===== config.mk =====
export PLATFORM = sky130hd
export DESIGN_NAME = keypad_letter_fsm
export DESIGN_NICKNAME = d
export VERILOG_FILES = /design/src/rtl/keypad_letter_fsm.sv
export SDC_FILE = /design/constraint.sdc
export NUM_CORES = 1
export LEC_CHECK = 0
export ABC_AREA = 1
export BUFFER_PORTS_ARGS = -buffer_cell sky130_fd_sc_hd__clkbuf_2
export CELL_PAD_IN_SITES_DETAIL_PLACEMENT = 0
export CELL_PAD_IN_SITES_GLOBAL_PLACEMENT = 1
export CORE_AREA = 2 2 101 83
export CTS_CLUSTER_DIAMETER = 80
export DETAILED_ROUTE_END_ITERATION = 7
export DIE_AREA = 0 0 103 85
export PLACE_DENSITY = 0.81
export SLEW_MARGIN = 25
export SYNTH_ARGS = -nofsm -noshare
export SYNTH_HDL_FRONTEND = slang
export SYNTH_SLANG_ARGS = --single-unit

===== constraint.sdc =====
create_clock -name clk -period 4.2 [get_ports clk]
set_input_delay 0.21 -clock clk [delete_from_list [all_inputs] [get_ports clk]]
set_output_delay 0.21 -clock clk [all_outputs]
set_load 0.02 [all_outputs]

===== src/rtl/keypad_letter_fsm.sv =====
// Multi-tap letter entry: turns repeated presses on keypad keys 2-9 into an uppercase ASCII letter.
// A letter is committed by '#', by a different letter key or by inactivity timeout, and discarded by '*'.
module keypad_letter_fsm #(
    parameter int TIMEOUT_CYCLES = 10_000_000
) (
    input  logic       clk,
    input  logic       rst,
    input  logic [7:0] cur_key,
    input  logic       strobe,
    output logic [7:0] preview,
    output logic [7:0] letter,
    output logic       letter_valid,
    output logic       selecting
);

    // state  | meaning
    // IDLE   | no candidate letter, waiting for a letter key
    // SELECT | candidate shown on preview, cycling on repeated presses
    typedef enum logic {
        S_IDLE   = 1'b0,
        S_SELECT = 1'b1
    } state_t;

    localparam int TW = $clog2(TIMEOUT_CYCLES + 1);
    localparam logic [TW-1:0] T_LAST = TW'(TIMEOUT_CYCLES - 1);
    localparam logic [TW-1:0] T_MAX  = '1;

    state_t        state_q, state_d;
    logic [2:0]    key_q, key_d;
    logic [1:0]    idx_q, idx_d;
    logic [TW-1:0] timer_q, timer_d;
    logic [7:0]    preview_q, preview_d;
    logic [7:0]    letter_q, letter_d;
    logic          letter_valid_q, letter_valid_d;
    logic          selecting_q, selecting_d;

    logic          is_letter, is_hash, is_star, commit;
    logic [2:0]    key_sel;
    logic [TW-1:0] timer_inc;
    logic [7:0]    cand_q;

    function automatic logic [7:0] base_ascii(input logic [2:0] k);
        case (k)
            3'd0:    base_ascii = 8'h41;
            3'd1:    base_ascii = 8'h44;
            3'd2:    base_ascii = 8'h47;
            3'd3:    base_ascii = 8'h4A;
            3'd4:    base_ascii = 8'h4D;
            3'd5:    base_ascii = 8'h50;
            3'd6:    base_ascii = 8'h54;
            default: base_ascii = 8'h57;
        endcase
    endfunction

    // Keys 7 and 9 carry four letters, the rest three.
    function automatic logic [1:0] last_idx(input logic [2:0] k);
        last_idx = (k == 3'd5 || k == 3'd7) ? 2'd3 : 2'd2;
    endfunction

    // Exact-code matching also rejects any code whose row or column is not one-hot.
    always_comb begin
        is_letter = 1'b0;
        is_hash   = 1'b0;
        is_star   = 1'b0;
        key_sel   = 3'd0;
        case (cur_key)
            8'h84: begin is_letter = 1'b1; key_sel = 3'd0; end
            8'h82: begin is_letter = 1'b1; key_sel = 3'd1; end
            8'h48: begin is_letter = 1'b1; key_sel = 3'd2; end
            8'h44: begin is_letter = 1'b1; key_sel = 3'd3; end
            8'h42: begin is_letter = 1'b1; key_sel = 3'd4; end
            8'h28: begin is_letter = 1'b1; key_sel = 3'd5; end
            8'h24: begin is_letter = 1'b1; key_sel = 3'd6; end
            8'h22: begin is_letter = 1'b1; key_sel = 3'd7; end
            8'h12: is_hash = 1'b1;
            8'h18: is_star = 1'b1;
            default: ;
        endcase
    end

    assign cand_q    = base_ascii(key_q) + {6'd0, idx_q};
    assign timer_inc = (timer_q == T_MAX) ? timer_q : timer_q + 1'b1;

    always_ff @(posedge clk or posedge rst) begin
        if (rst) begin
            state_q        <= S_IDLE;
            key_q          <= 3'd0;
            idx_q          <= 2'd0;
            timer_q        <= '0;
            preview_q      <= 8'h00;
            letter_q       <= 8'h00;
            letter_valid_q <= 1'b0;
            selecting_q    <= 1'b0;
        end else begin
            state_q        <= state_d;
            key_q          <= key_d;
            idx_q          <= idx_d;
            timer_q        <= timer_d;
            preview_q      <= preview_d;
            letter_q       <= letter_d;
            letter_valid_q <= letter_valid_d;
            selecting_q    <= selecting_d;
        end
    end

    always_comb begin
        state_d = state_q;
        key_d   = key_q;
        idx_d   = idx_q;
        timer_d = timer_q;
        commit  = 1'b0;
        case (state_q)
            S_IDLE: begin
                timer_d = '0;
                idx_d   = 2'd0;
                if (strobe && is_letter) begin
                    state_d = S_SELECT;
                    key_d   = key_sel;
                end
            end
            default: begin
                // An accepted key outranks a coinciding timeout; ignored keys let the timer run on.
                if (strobe && is_letter) begin
                    timer_d = '0;
                    if (key_sel == key_q) begin
                        idx_d = (idx_q == last_idx(key_q)) ? 2'd0 : idx_q + 2'd1;
                    end else begin
                        commit = 1'b1;
                        key_d  = key_sel;
                        idx_d  = 2'd0;
                    end
                end else if (strobe && (is_hash || is_star)) begin
                    commit  = is_hash;
                    state_d = S_IDLE;
                    timer_d = '0;
                    idx_d   = 2'd0;
                end else if (timer_inc == T_LAST) begin
                    commit  = 1'b1;
                    state_d = S_IDLE;
                    timer_d = '0;
                    idx_d   = 2'd0;
                end else begin
                    timer_d = timer_inc;
                end
            end
        endcase
    end

    always_comb begin
        preview_d      = 8'h00;
        selecting_d    = 1'b0;
        letter_d       = letter_q;
        letter_valid_d = commit;
        if (commit) begin
            letter_d = cand_q;
        end
        if (state_d == S_SELECT) begin
            preview_d   = base_ascii(key_d) + {6'd0, idx_d};
            selecting_d = 1'b1;
        end
    end

    assign preview      = preview_q;
    assign letter       = letter_q;
    assign letter_valid = letter_valid_q;
    assign selecting    = selecting_q;

endmodule


==> flow_summary.json <==
{
  "drcViolationCount": 0,
  "required_ps": 4410,
  "period_minus_slack_ps": 3580,
  "postSynthAreaPerCell_um2": 6.65,
  "drt-met1-wl_mm": 3.99,
  "cts_max_path_buffers": 2,
  "io_pins": 29,
  "die_area_um2": 8760,
  "track_usage_pct": 18.7,
  "clock_latency_ps": 300,
  "topRoutingLayerUsed": "met4",
  "syn-cell-area_um2": 3020,
  "drtIter0Drc": 226,
  "slew_headroom_pct": 50.9,
  "vias": 2842,
  "peakVddDrop_uv": 176,
  "ys_seq_area_share_pct": 36.5,
  "clk_pin_slew_ps": 90,
  "routed_via_density": 4.82,
  "endpoint_kind": "flip-flop",
  "leakage_nw": 1.67,
  "power-per-cell-area_nw_per_um2": 365,
  "yosysMostFrequentCell": "nand2_1",
  "ant_nets": 0,
  "grt_max_degree": 45,
  "start_util_pct": 38.9,
  "hold_path.class": "in -> async",
  "cp-start-kind": "flip-flop",
  "r2r_start": "timer_q[0]$_DFF_PP0_",
  "fin_cells": 590,
  "cts_tree": "built",
  "synth_enable_flop_cells": 0,
  "cts_resized": 0,
  "critPathKind": "reg -> reg",
  "wl_met2_mm": 3.01,
  "wl_met3_um": 484,
  "synth_flop_cell": "dfrtp_1",
  "cp_max_fo": 20,
  "wire_per_inst_um": 12.8,
  "cts.hold.buffers_added": 0,
  "r2r_slack_ps": 620,
  "postSynth.asyncResetShare_pct": 100,
  "ys.warnings.count": 0,
  "rsz0062_at_grt": "false",
  "routed_wl_mm": 7.57,
  "setup_viol": 0,
  "synth_top_area_share_pct": 36.5,
  "dpl.hpwl_mm": 5.96,
  "grt_pass1_wl_mm": 12.7,
  "synthCells": 454,
  "cp_data_arrival_time_ps": 3780,
  "area_delta_synth_final_pct": 11.0,
  "fin_crit_sh_pct": 85.1,
  "overflow": 0,
  "tightest_slew_ps": 736,
  "ys_top_cells_by_area": "dfrtp_1 36%, nand2_1 18%, nor2_1 8.9%",
  "finalSetupTns_ps": 0,
  "antenna_cells": 0,
  "synth_common_cells": "147 x nand2_1, 72 x nor2_1, 54 x inv_1, 44 x dfrtp_1, 30 x nand3_1",
  "grt_pass1_vias": 2668,
  "setup.worst_path.start": "timer_q[0]$_DFF_PP0_",
  "coreArea_um2": 7760,
  "routabilityCongestion": 0.932,
  "dp_cells": 582,
  "cts_made_buffers": 5,
  "htreeDepth": 2,
  "fmax_mhz": 280,
  "synth_top_cell_by_area": "dfrtp_1",
  "postCtsSetupRepairBufs": 0,
  "fin_skew_ps": 11.7,
  "num_rows": 29,
  "drv_slew": 0,
  "die_w_um": 103,
  "cap_violations": 0,
  "drive_above_1_share_pct": 9.75,
  "numPortBuffers": 26,
  "hold_viol_final": 0,
  "outcome": "complete, no violations",
  "fin_nets": 499,
  "synth.distinct_cells": 33,
  "synth-seq-cells": 44,
  "first_pass_iters": 5,
  "antenna_found_initial": 0,
  "clkSinkCount": 44,
  "cts-root-buf": "clkbuf_8",
  "die_y_um": 85
}
[critical path, cell delays in order (launching register included)]
cell     delay (ps)
dfrtp_1         430
ha_1            310
inv_2            80
nor2_4          160
nand2_2         120
nor2_4          170
nand2_2         260
nand2_1         180
nand2_1          60
nor2_1          130
nand2_1          70
nor2_1          120
nand2_1         140
nand2_4         200
o21ai_0         100
o21ai_0         160
inv_1           100
ha_1            300
a21o_1          190
nand2_1          70
nand2_1          50
nand2_1          50
nor2_1           40
[final timing paths]
kind,endpoint,cells after the start
setup / recovery,preview[3]$_DFF_PP0_,22
hold reg to reg,letter[6]$_DFFE_PP0P_,2
setup reg to reg,preview[3]$_DFF_PP0_,22
max in group asynchronous,timer_q[6]$_DFF_PP0_,3
hold / removal,letter[1]$_DFFE_PP0P_,3
min in group clk,key_q[1]$_DFF_PP0_,3
[metal layers]
layer / GRT usage (%) / up-vias
met5: 0 / -
met4: 5.14 / 0
met3: 3.38 / 6
met2: 26.1 / 90
met1: 29.2 / 1267
li1: - / 1479
[cell usage in the layout, fill, tap and decap left out]
cell type / Yosys / routed
conb_1: 1 / 3
clkbuf_2: 0 / 26
nand2_4: 3 / 3
o21bai_1: 3 / 3
a21o_1: 1 / 1
nor2_1: 72 / 72
ha_1: 5 / 5
bufinv_16: 0 / 1
o21ai_1: 1 / 1
a21boi_0: 1 / 1
nand3b_1: 4 / 4
buf_4: 3 / 1
inv_2: 3 / 3
dfrtp_1: 44 / 44
o311ai_0: 1 / 1
a21oi_1: 7 / 7
nand3_1: 30 / 30
clkbuf_1: 1 / 1
nor3_1: 16 / 16
inv_1: 54 / 53
xor2_1: 7 / 7
a211oi_1: 3 / 3
clkbuf_8: 0 / 5
xnor2_1: 2 / 2
o21ai_0: 15 / 15
o21ai_2: 1 / 1
nand2_2: 3 / 3
fa_1: 2 / 2
nor2_4: 2 / 2
nand4_1: 9 / 9
nand2_1: 147 / 147
clkinv_2: 1 / 2
clkinv_1: 0 / 1
nor3b_1: 7 / 7
[area by class of cell]
type,instances,area [um^2]
Fill cell,837,4410
Clock inverter,2,35.0
Sequential cell,44,1100
Clock buffer,6,72.6
Tap cell,108,135
Inverter,58,219
Multi-Input combinational cell,345,1650
Timing Repair Buffer,27,138
[kinds of logic after synthesis]
logic type	count (synthesis)	share of synthesized area [%]
buffers and inverters	67	9.11
xor gates and xnor gates	9	2.61
DFF	44	36.5
and+or+nand+nor	293	41.9
AOI/OAI and AO/OA	33	6.38
other	1	0.124
adders and majority gates	7	3.40
[per-stage QoR]
step	power [mW]	hold WS, ps	setup slack [ps]	util [%]	instance area [um^2]
after floorplan	0.807	393	1260	-	3030
after global placement	0.904	359	810	41.8	3240
after detailed placement	0.905	368	661	41.8	3240
after CTS	1.23	41.1	643	43.2	3350
after global routing	1.31	76.5	200	43.2	3350
final	1.22	18.4	625	43.2	3350
[flip-flops by register name, indices dropped and copies added (netlist names)]
name,cells
preview,7
letter_valid,1
timer_q,24
idx_q,2
letter,7
key_q,3
[report_power, final]
group | switching [mW] | total [mW] | internal [mW] | leakage (nW)
Clock | 0.149 | 0.326 | 0.177 | 0.0552
Sequential | 0.0549 | 0.533 | 0.478 | 0.587
Combinational | 0.250 | 0.365 | 0.115 | 1.03
Total | 0.455 | 1.22 | 0.769 | 1.67
Note: power is estimated with default switching activity, not from simulation.
